==> src/rtl/pisca_pkg.sv <==
// rtl/pisca_pkg.sv - shared types, defaults and helpers for the pisca scheduler
//
// Purpose : state encoding of the burst sequencer, default field widths and
//           the zero-length normalisation helper used when latching a burst.
// Contents: pisca_state_t  IDLE / ON / OFF / DONE
//           DEF_CNT_W      default phase-length width
//           DEF_REP_W      default repetition-count width
//           eff_len(x)     x when non-zero, otherwise 1

package pisca_pkg;

  typedef enum logic [1:0] {
    IDLE = 2'd0,
    ON   = 2'd1,
    OFF  = 2'd2,
    DONE = 2'd3
  } pisca_state_t;

  localparam int DEF_CNT_W = 8;
  localparam int DEF_REP_W = 4;

  // Wide enough for any phase-length field; callers cast down to CNT_W.
  localparam int LEN_MAX_W = 32;

  // A zero phase length still occupies one cycle so every phase is visible.
  function automatic logic [LEN_MAX_W-1:0] eff_len(input logic [LEN_MAX_W-1:0] x);
    return (x != '0) ? x : LEN_MAX_W'(1);
  endfunction

endpackage

==> src/rtl/pisca_rr_arbiter.sv <==
// rtl/pisca_rr_arbiter.sv - combinational round-robin search over request bits
//
// Purpose : pick the first set request bit at or above ptr, wrapping from
//           N_REQ-1 back to 0. No state; the pointer lives in the scheduler.
// Ports   : req     in   N_REQ  request levels
//           ptr     in   PTR_W  index where the search starts
//           winner  out  N_REQ  one-hot winner, zero when nothing requests
//           valid   out  1      at least one request is set

module pisca_rr_arbiter
  import pisca_pkg::*;
#(
  parameter int N_REQ = 4,
  parameter int PTR_W = 2
) (
  input  logic [N_REQ-1:0] req,
  input  logic [PTR_W-1:0] ptr,
  output logic [N_REQ-1:0] winner,
  output logic             valid
);

  // Walk N_REQ positions starting at ptr; the first hit wins and later hits
  // are masked by valid.
  always_comb begin
    int j;
    winner = '0;
    valid  = 1'b0;
    j      = 0;
    for (int k = 0; k < N_REQ; k++) begin
      j = int'(ptr) + k;
      if (j >= N_REQ) begin
        j = j - N_REQ;
      end
      if (!valid && req[j]) begin
        winner[j] = 1'b1;
        valid     = 1'b1;
      end
    end
  end

endmodule

==> src/rtl/pisca_scheduler.sv <==
// rtl/pisca_scheduler.sv - round-robin sharing of one blinking LED among requesters
//
// Purpose : arbitrate among N_REQ requesters, latch the winner's burst shape
//           (on_len lit cycles, off_len dark cycles, repeated reps times),
//           play it on pisca, then pulse done for the winner and rotate.
// Ports   : clk      in   1            rising-edge clock
//           rst      in   1            synchronous active-high reset
//           req      in   N_REQ        request levels, held until done or abandon
//           on_len   in   N_REQ*CNT_W  lit-phase length per requester (slice i)
//           off_len  in   N_REQ*CNT_W  dark-phase length per requester (slice i)
//           reps     in   N_REQ*REP_W  repetition count per requester (slice i)
//           grant    out  N_REQ        one-hot owner, zero when idle
//           done     out  N_REQ        one-cycle one-hot completion pulse
//           pisca    out  1            shared LED drive
//           busy     out  1            high whenever the sequencer is not idle

module pisca_scheduler
  import pisca_pkg::*;
#(
  parameter int N_REQ = 4,
  parameter int CNT_W = DEF_CNT_W,
  parameter int REP_W = DEF_REP_W
) (
  input  logic                   clk,
  input  logic                   rst,
  input  logic [N_REQ-1:0]       req,
  input  logic [N_REQ*CNT_W-1:0] on_len,
  input  logic [N_REQ*CNT_W-1:0] off_len,
  input  logic [N_REQ*REP_W-1:0] reps,
  output logic [N_REQ-1:0]       grant,
  output logic [N_REQ-1:0]       done,
  output logic                   pisca,
  output logic                   busy
);

  localparam int PTR_W = (N_REQ > 1) ? $clog2(N_REQ) : 1;

  pisca_state_t     state_q;
  logic [PTR_W-1:0] ptr_q;
  logic [PTR_W-1:0] owner_q;
  logic [CNT_W-1:0] on_q;
  logic [CNT_W-1:0] off_q;
  logic [CNT_W-1:0] cnt_q;
  logic [REP_W-1:0] rep_q;

  logic [N_REQ-1:0] win_oh;
  logic             win_valid;
  logic [PTR_W-1:0] win_idx;
  logic [CNT_W-1:0] on_sel;
  logic [CNT_W-1:0] off_sel;
  logic [REP_W-1:0] reps_sel;
  logic [CNT_W-1:0] eff_on_sel;
  logic [CNT_W-1:0] eff_off_sel;
  logic [PTR_W-1:0] next_ptr;
  logic             owner_req;

  pisca_rr_arbiter #(
    .N_REQ (N_REQ),
    .PTR_W (PTR_W)
  ) u_arb (
    .req    (req),
    .ptr    (ptr_q),
    .winner (win_oh),
    .valid  (win_valid)
  );

  // Slice the flattened buses with the one-hot winner; only meaningful in IDLE.
  always_comb begin
    win_idx  = '0;
    on_sel   = '0;
    off_sel  = '0;
    reps_sel = '0;
    for (int i = 0; i < N_REQ; i++) begin
      if (win_oh[i]) begin
        win_idx  = PTR_W'(i);
        on_sel   = on_len[i*CNT_W +: CNT_W];
        off_sel  = off_len[i*CNT_W +: CNT_W];
        reps_sel = reps[i*REP_W +: REP_W];
      end
    end
  end

  assign eff_on_sel  = CNT_W'(eff_len(LEN_MAX_W'(on_sel)));
  assign eff_off_sel = CNT_W'(eff_len(LEN_MAX_W'(off_sel)));

  // Pointer advances past the owner whether the burst finished or was dropped.
  assign next_ptr  = (owner_q == PTR_W'(N_REQ - 1)) ? '0 : owner_q + PTR_W'(1);
  assign owner_req = req[owner_q];

  always_ff @(posedge clk) begin
    if (rst) begin
      state_q <= IDLE;
      ptr_q   <= '0;
      owner_q <= '0;
      on_q    <= '0;
      off_q   <= '0;
      cnt_q   <= '0;
      rep_q   <= '0;
      grant   <= '0;
      done    <= '0;
      pisca   <= 1'b0;
      busy    <= 1'b0;
    end else begin
      done <= '0;
      case (state_q)
        IDLE: begin
          if (win_valid) begin
            grant   <= win_oh;
            owner_q <= win_idx;
            on_q    <= eff_on_sel;
            off_q   <= eff_off_sel;
            busy    <= 1'b1;
            if (reps_sel == '0) begin
              // Empty burst: skip straight to completion, LED never lights.
              state_q <= DONE;
              pisca   <= 1'b0;
              rep_q   <= '0;
            end else begin
              state_q <= ON;
              pisca   <= 1'b1;
              cnt_q   <= eff_on_sel - CNT_W'(1);
              rep_q   <= reps_sel;
            end
          end else begin
            grant <= '0;
            pisca <= 1'b0;
            busy  <= 1'b0;
          end
        end

        ON: begin
          if (!owner_req) begin
            state_q <= IDLE;
            grant   <= '0;
            pisca   <= 1'b0;
            busy    <= 1'b0;
            ptr_q   <= next_ptr;
          end else if (cnt_q == '0) begin
            state_q <= OFF;
            pisca   <= 1'b0;
            cnt_q   <= off_q - CNT_W'(1);
          end else begin
            cnt_q <= cnt_q - CNT_W'(1);
          end
        end

        OFF: begin
          if (!owner_req) begin
            state_q <= IDLE;
            grant   <= '0;
            pisca   <= 1'b0;
            busy    <= 1'b0;
            ptr_q   <= next_ptr;
          end else if (cnt_q == '0) begin
            if (rep_q == REP_W'(1)) begin
              state_q <= DONE;
            end else begin
              rep_q   <= rep_q - REP_W'(1);
              state_q <= ON;
              pisca   <= 1'b1;
              cnt_q   <= on_q - CNT_W'(1);
            end
          end else begin
            cnt_q <= cnt_q - CNT_W'(1);
          end
        end

        DONE: begin
          // grant is still the owner here, so it doubles as the done vector.
          done    <= grant;
          grant   <= '0;
          pisca   <= 1'b0;
          busy    <= 1'b0;
          ptr_q   <= next_ptr;
          state_q <= IDLE;
        end

        default: begin
          state_q <= IDLE;
          grant   <= '0;
          pisca   <= 1'b0;
          busy    <= 1'b0;
        end
      endcase
    end
  end

endmodule

==> config.mk <==
export PLATFORM = sky130hd
export DESIGN_NAME = pisca_scheduler
export DESIGN_NICKNAME = d
export VERILOG_FILES = /design/src/rtl/pisca_pkg.sv /design/src/rtl/pisca_rr_arbiter.sv /design/src/rtl/pisca_scheduler.sv
export SDC_FILE = /design/constraint.sdc
export NUM_CORES = 1
export LEC_CHECK = 0
export ABC_AREA = 1
export BUFFER_PORTS_ARGS = -buffer_cell sky130_fd_sc_hd__buf_2
export CAP_MARGIN = 20
export CORE_MARGIN = 10
export CORE_UTILIZATION = 30
export DETAILED_ROUTE_END_ITERATION = 6
export GPL_ROUTABILITY_DRIVEN = 0
export PLACE_DENSITY = 0.59
export SLEW_MARGIN = 20
export SYNTH_ARGS = -nofsm -noshare
export SYNTH_HDL_FRONTEND = slang
export SYNTH_HIERARCHICAL = 1
export SYNTH_SLANG_ARGS = --single-unit
==> constraint.sdc <==
create_clock -name clk -period 6.55 [get_ports clk]
set_clock_uncertainty 0.1 [all_clocks]
set_input_delay 0.3275 -clock clk [delete_from_list [all_inputs] [get_ports clk]]
set_output_delay 0.3275 -clock clk [all_outputs]
set_load 0.01 [all_outputs]
==> metrics.md <==
| Metric | Value |
|---|---|
| Fin crit period | 4.76 ns |
| Crit path DAT | between 4 and 5 ns |
| Top cells by area, synth | dfxtp_1 22%, nand2_1 17%, nand3_1 10% |
| Initial DRT Pass Iterations | 6 |
| Final core utilization | 36.1% |
| Final #Nets | 856 |
| Fin cells | 926 |
| Mean Syn Cell Area | 6.02 µm² |
| Final-report setup violation count | 0 |
| Area share of the largest cell type after synthesis | 21.9% |
| Post-synth net total | 776 |
| Crit path max fanout | 39 |
| Critical Path Start Type | flip-flop |
| Cells after synthesis | roughly 670 |
| Vias per inst | 4.82 |
| Hold Buf Count CTS | 0 |
| Iteration-0 DRC Markers | 281 |
| Clk pin slew, worst setup/hold paths | approximately 0.070 ns |
| Antenna violations before repair | 0 |
| #FFs+latches synth | 44 |
| VDD IR max | 234 µV |
| Synth area leader | dfxtp_1 |
| Delay-heaviest family, CP | simple AND/OR/NAND/NOR gates |
| Hpwl dp | roughly 11 mm |
| Fmax | 210 MHz |
| Vias in the first global route | roughly 4300 |
| Fill count | between 1000 and 1500 |
| Min-Delay Path Class | in2reg |
| Crit share post-route | 72.7% |
| Clk sinks | between 40 and 50 |
| Final slew viol count | 0 |
| Ports | 96 |
| Required @ worst endpoint | 6.64 ns |
| Worst-Margin Slew | 0.958 ns |
| Setup ws final | 1.79 ns |
| GRT overflow | 0 |
| Die Y | 136 µm |
| Starting density of the core | between 30% and 40% |
| PortBufs | 95 |
| Number of diodes | 0 |
| PwrDens | 603 nW/µm² |
| Die W | 136 µm |
| Rows | 42 |
| Synthesized cell area | ~4000 µm² |
| Share of layout cells above drive strength 1 | 19.2% |
| Static leakage | 2.44 nW |
| RSZ-0062 raised after global routing | false |
| Critical Path Sink Type | flip-flop |
| Setup TNS Final | 0 ns |
| Vias | 4462 |
| Drt drc | 0 |
| Critical Setup Path Class | reg2reg |
| Post-synth EDFFs | 0 |
| Run status | completed |
| Yosys warns | 6 |
| Sequence of cells on the critical path | inv_2, ha_1, inv_1, nand3_1, nand2_1, nand2_2, nor2_4, nand3_1, nand2_1, inv_2, nand2_1, nor2_2, buf_4, nand2_1, nand2_1, nor2_2, nand4_1, nand2_1, inv_1, ha_1, xnor2_1, nand2_1, a21oi_1, nor2_1 |
| Clock Latency Late Sink | 0.29 ns |
| Total Wirelength | 13.3 mm |
| Asr flop ratio synth | 0% |
| Root buffer cell | clkbuf_16 |
| Most frequent cell after synthesis | nand2_1 |
| Buf+Inv Stages, Crit Path | 5 |
| Commonest cells in the synthesized netlist | 179 x nand2_1, 92 x inv_1, 83 x nand3_1, 60 x nor2_1, 44 x dfxtp_1 |
| Largest net degree at the start of global routing | 40 |
| Final hold violations | 0 |
| Netlist cell types | 37 |
| TritonCTS clock tree | built |
| Post-CTS Resized | 0 |
| Pwr Total | 2.87 mW |
| Avg WL per Cell | 14.4 µm |
| Max Buffers Root-to-Sink | 2 |
| Top FF cell, synth | dfxtp_1 |
| Most common cell on crit path | nand2_1 |
| Placed Cells | 918 |
| First-pass GRT wire length | 21.5 mm |
| Final instance area | 4760 µm² |
| Core area | 13200 µm² |
| Total CTS buffers | 5 |
| Final hold slack | between 0.2 and 0.3 ns |
| DIE AREA | roughly 18000 µm² |
| H-Tree Depth | 2 |
| Rel. slew slack | 36.0% |
| Setup bufs post-CTS | 0 |
| Seq/Total Area, Yosys | 21.9% |
| P&R area growth vs syn | 18.3% |
| Overall routing resource usage | 14.4% |
| Number of max-cap violations | 0 |
| Final ANT Viol Nets | 0 |
| Setup slack at placement | about 1.8 ns |
| Cell area after placement | 4580 µm² |
| Crit path largest cell delay | 0.62 ns |
| CP max-delay cell | nand2_1 |
-- worst register-to-register path, stage by stage (launching register included) --
cell and delay (ns):
dfxtp_1 0.56, inv_2 0.19, ha_1 0.36, inv_1 0.11, nand3_1 0.09, nand2_1 0.11
nand2_2 0.08, nor2_4 0.12, nand3_1 0.08, nand2_1 0.62, inv_2 0.51, nand2_1 0.18
nor2_2 0.04, buf_4 0.19, nand2_1 0.07, nand2_1 0.09, nor2_2 0.18, nand4_1 0.15
nand2_1 0.10, inv_1 0.04, ha_1 0.26, xnor2_1 0.17, nand2_1 0.06, a21oi_1 0.14
nor2_1 0.05
-- final cells by class --
type	count	area (µm²)	area share, %
clock buffers	6	139	2.92
clock inverters	2	38.8	0.815
inverters	98	368	7.72
multi-input cells	504	2630	55.3
flip-flops and latches	44	881	18.5
well taps	176	220	4.62
repair buffers	96	483	10.1
-- state kept, by name (all words and copies together) (netlist names) --
signal   count
cnt_q        8
off_q        8
pisca        1
busy         1
on_q         8
ptr_q        2
done         4
grant        4
rep_q        4
owner_q      2
state_q      2
-- routing by layer --
metal / vias to the layer above / part of all wire, % / track usage [%]
met4: 0 / 1.4 / 4.19
li1: 2309 / - / -
met2: 149 / 47 / 24.3
met3: 12 / 6.4 / 3.03
met5: - / 0 / 0
met1: 1992 / 45 / 18.1
-- layout by cell type, fill, tap and decap left out, drive strengths merged, types with 14 or more instances in the layout --
master  count
a21oi      40
nor2       72
nand3      90
o21ai      40
buf        96
inv        97
nand4      14
dfxtp      44
ha         21
nand2     186
-- path summary, 6_finish.rpt --
path                   start  endpoint  slack [ns]  cells after the start
hold / removal    off_len[0]  off_q[0]        0.28                      3
setup reg to reg    ptr_q[0]  cnt_q[2]        1.79                     24
setup / recovery    ptr_q[0]  cnt_q[2]        1.79                     24
hold reg to reg     grant[2]   done[2]        0.35                      2
-- report_power, final --
| group | switching, mW | total, mW | internal (mW) |
|---|---|---|---|
| Sequential | 0.0706 | 0.435 | 0.364 |
| Clock | 0.114 | 0.305 | 0.191 |
| Combinational | 1.45 | 2.13 | 0.681 |
-- logic make-up after synthesis --
kind of cell,synth area share [%]
AO/OA/AOI/OAI,13.6
XOR/XNOR,2.39
adder cells (fa/ha/maj),6.53
buffers and inverters,12.7
flip-flops,21.9
AND/OR/NAND/NOR,42.8
No activity file was read; power rests on OpenSTA's default activity.
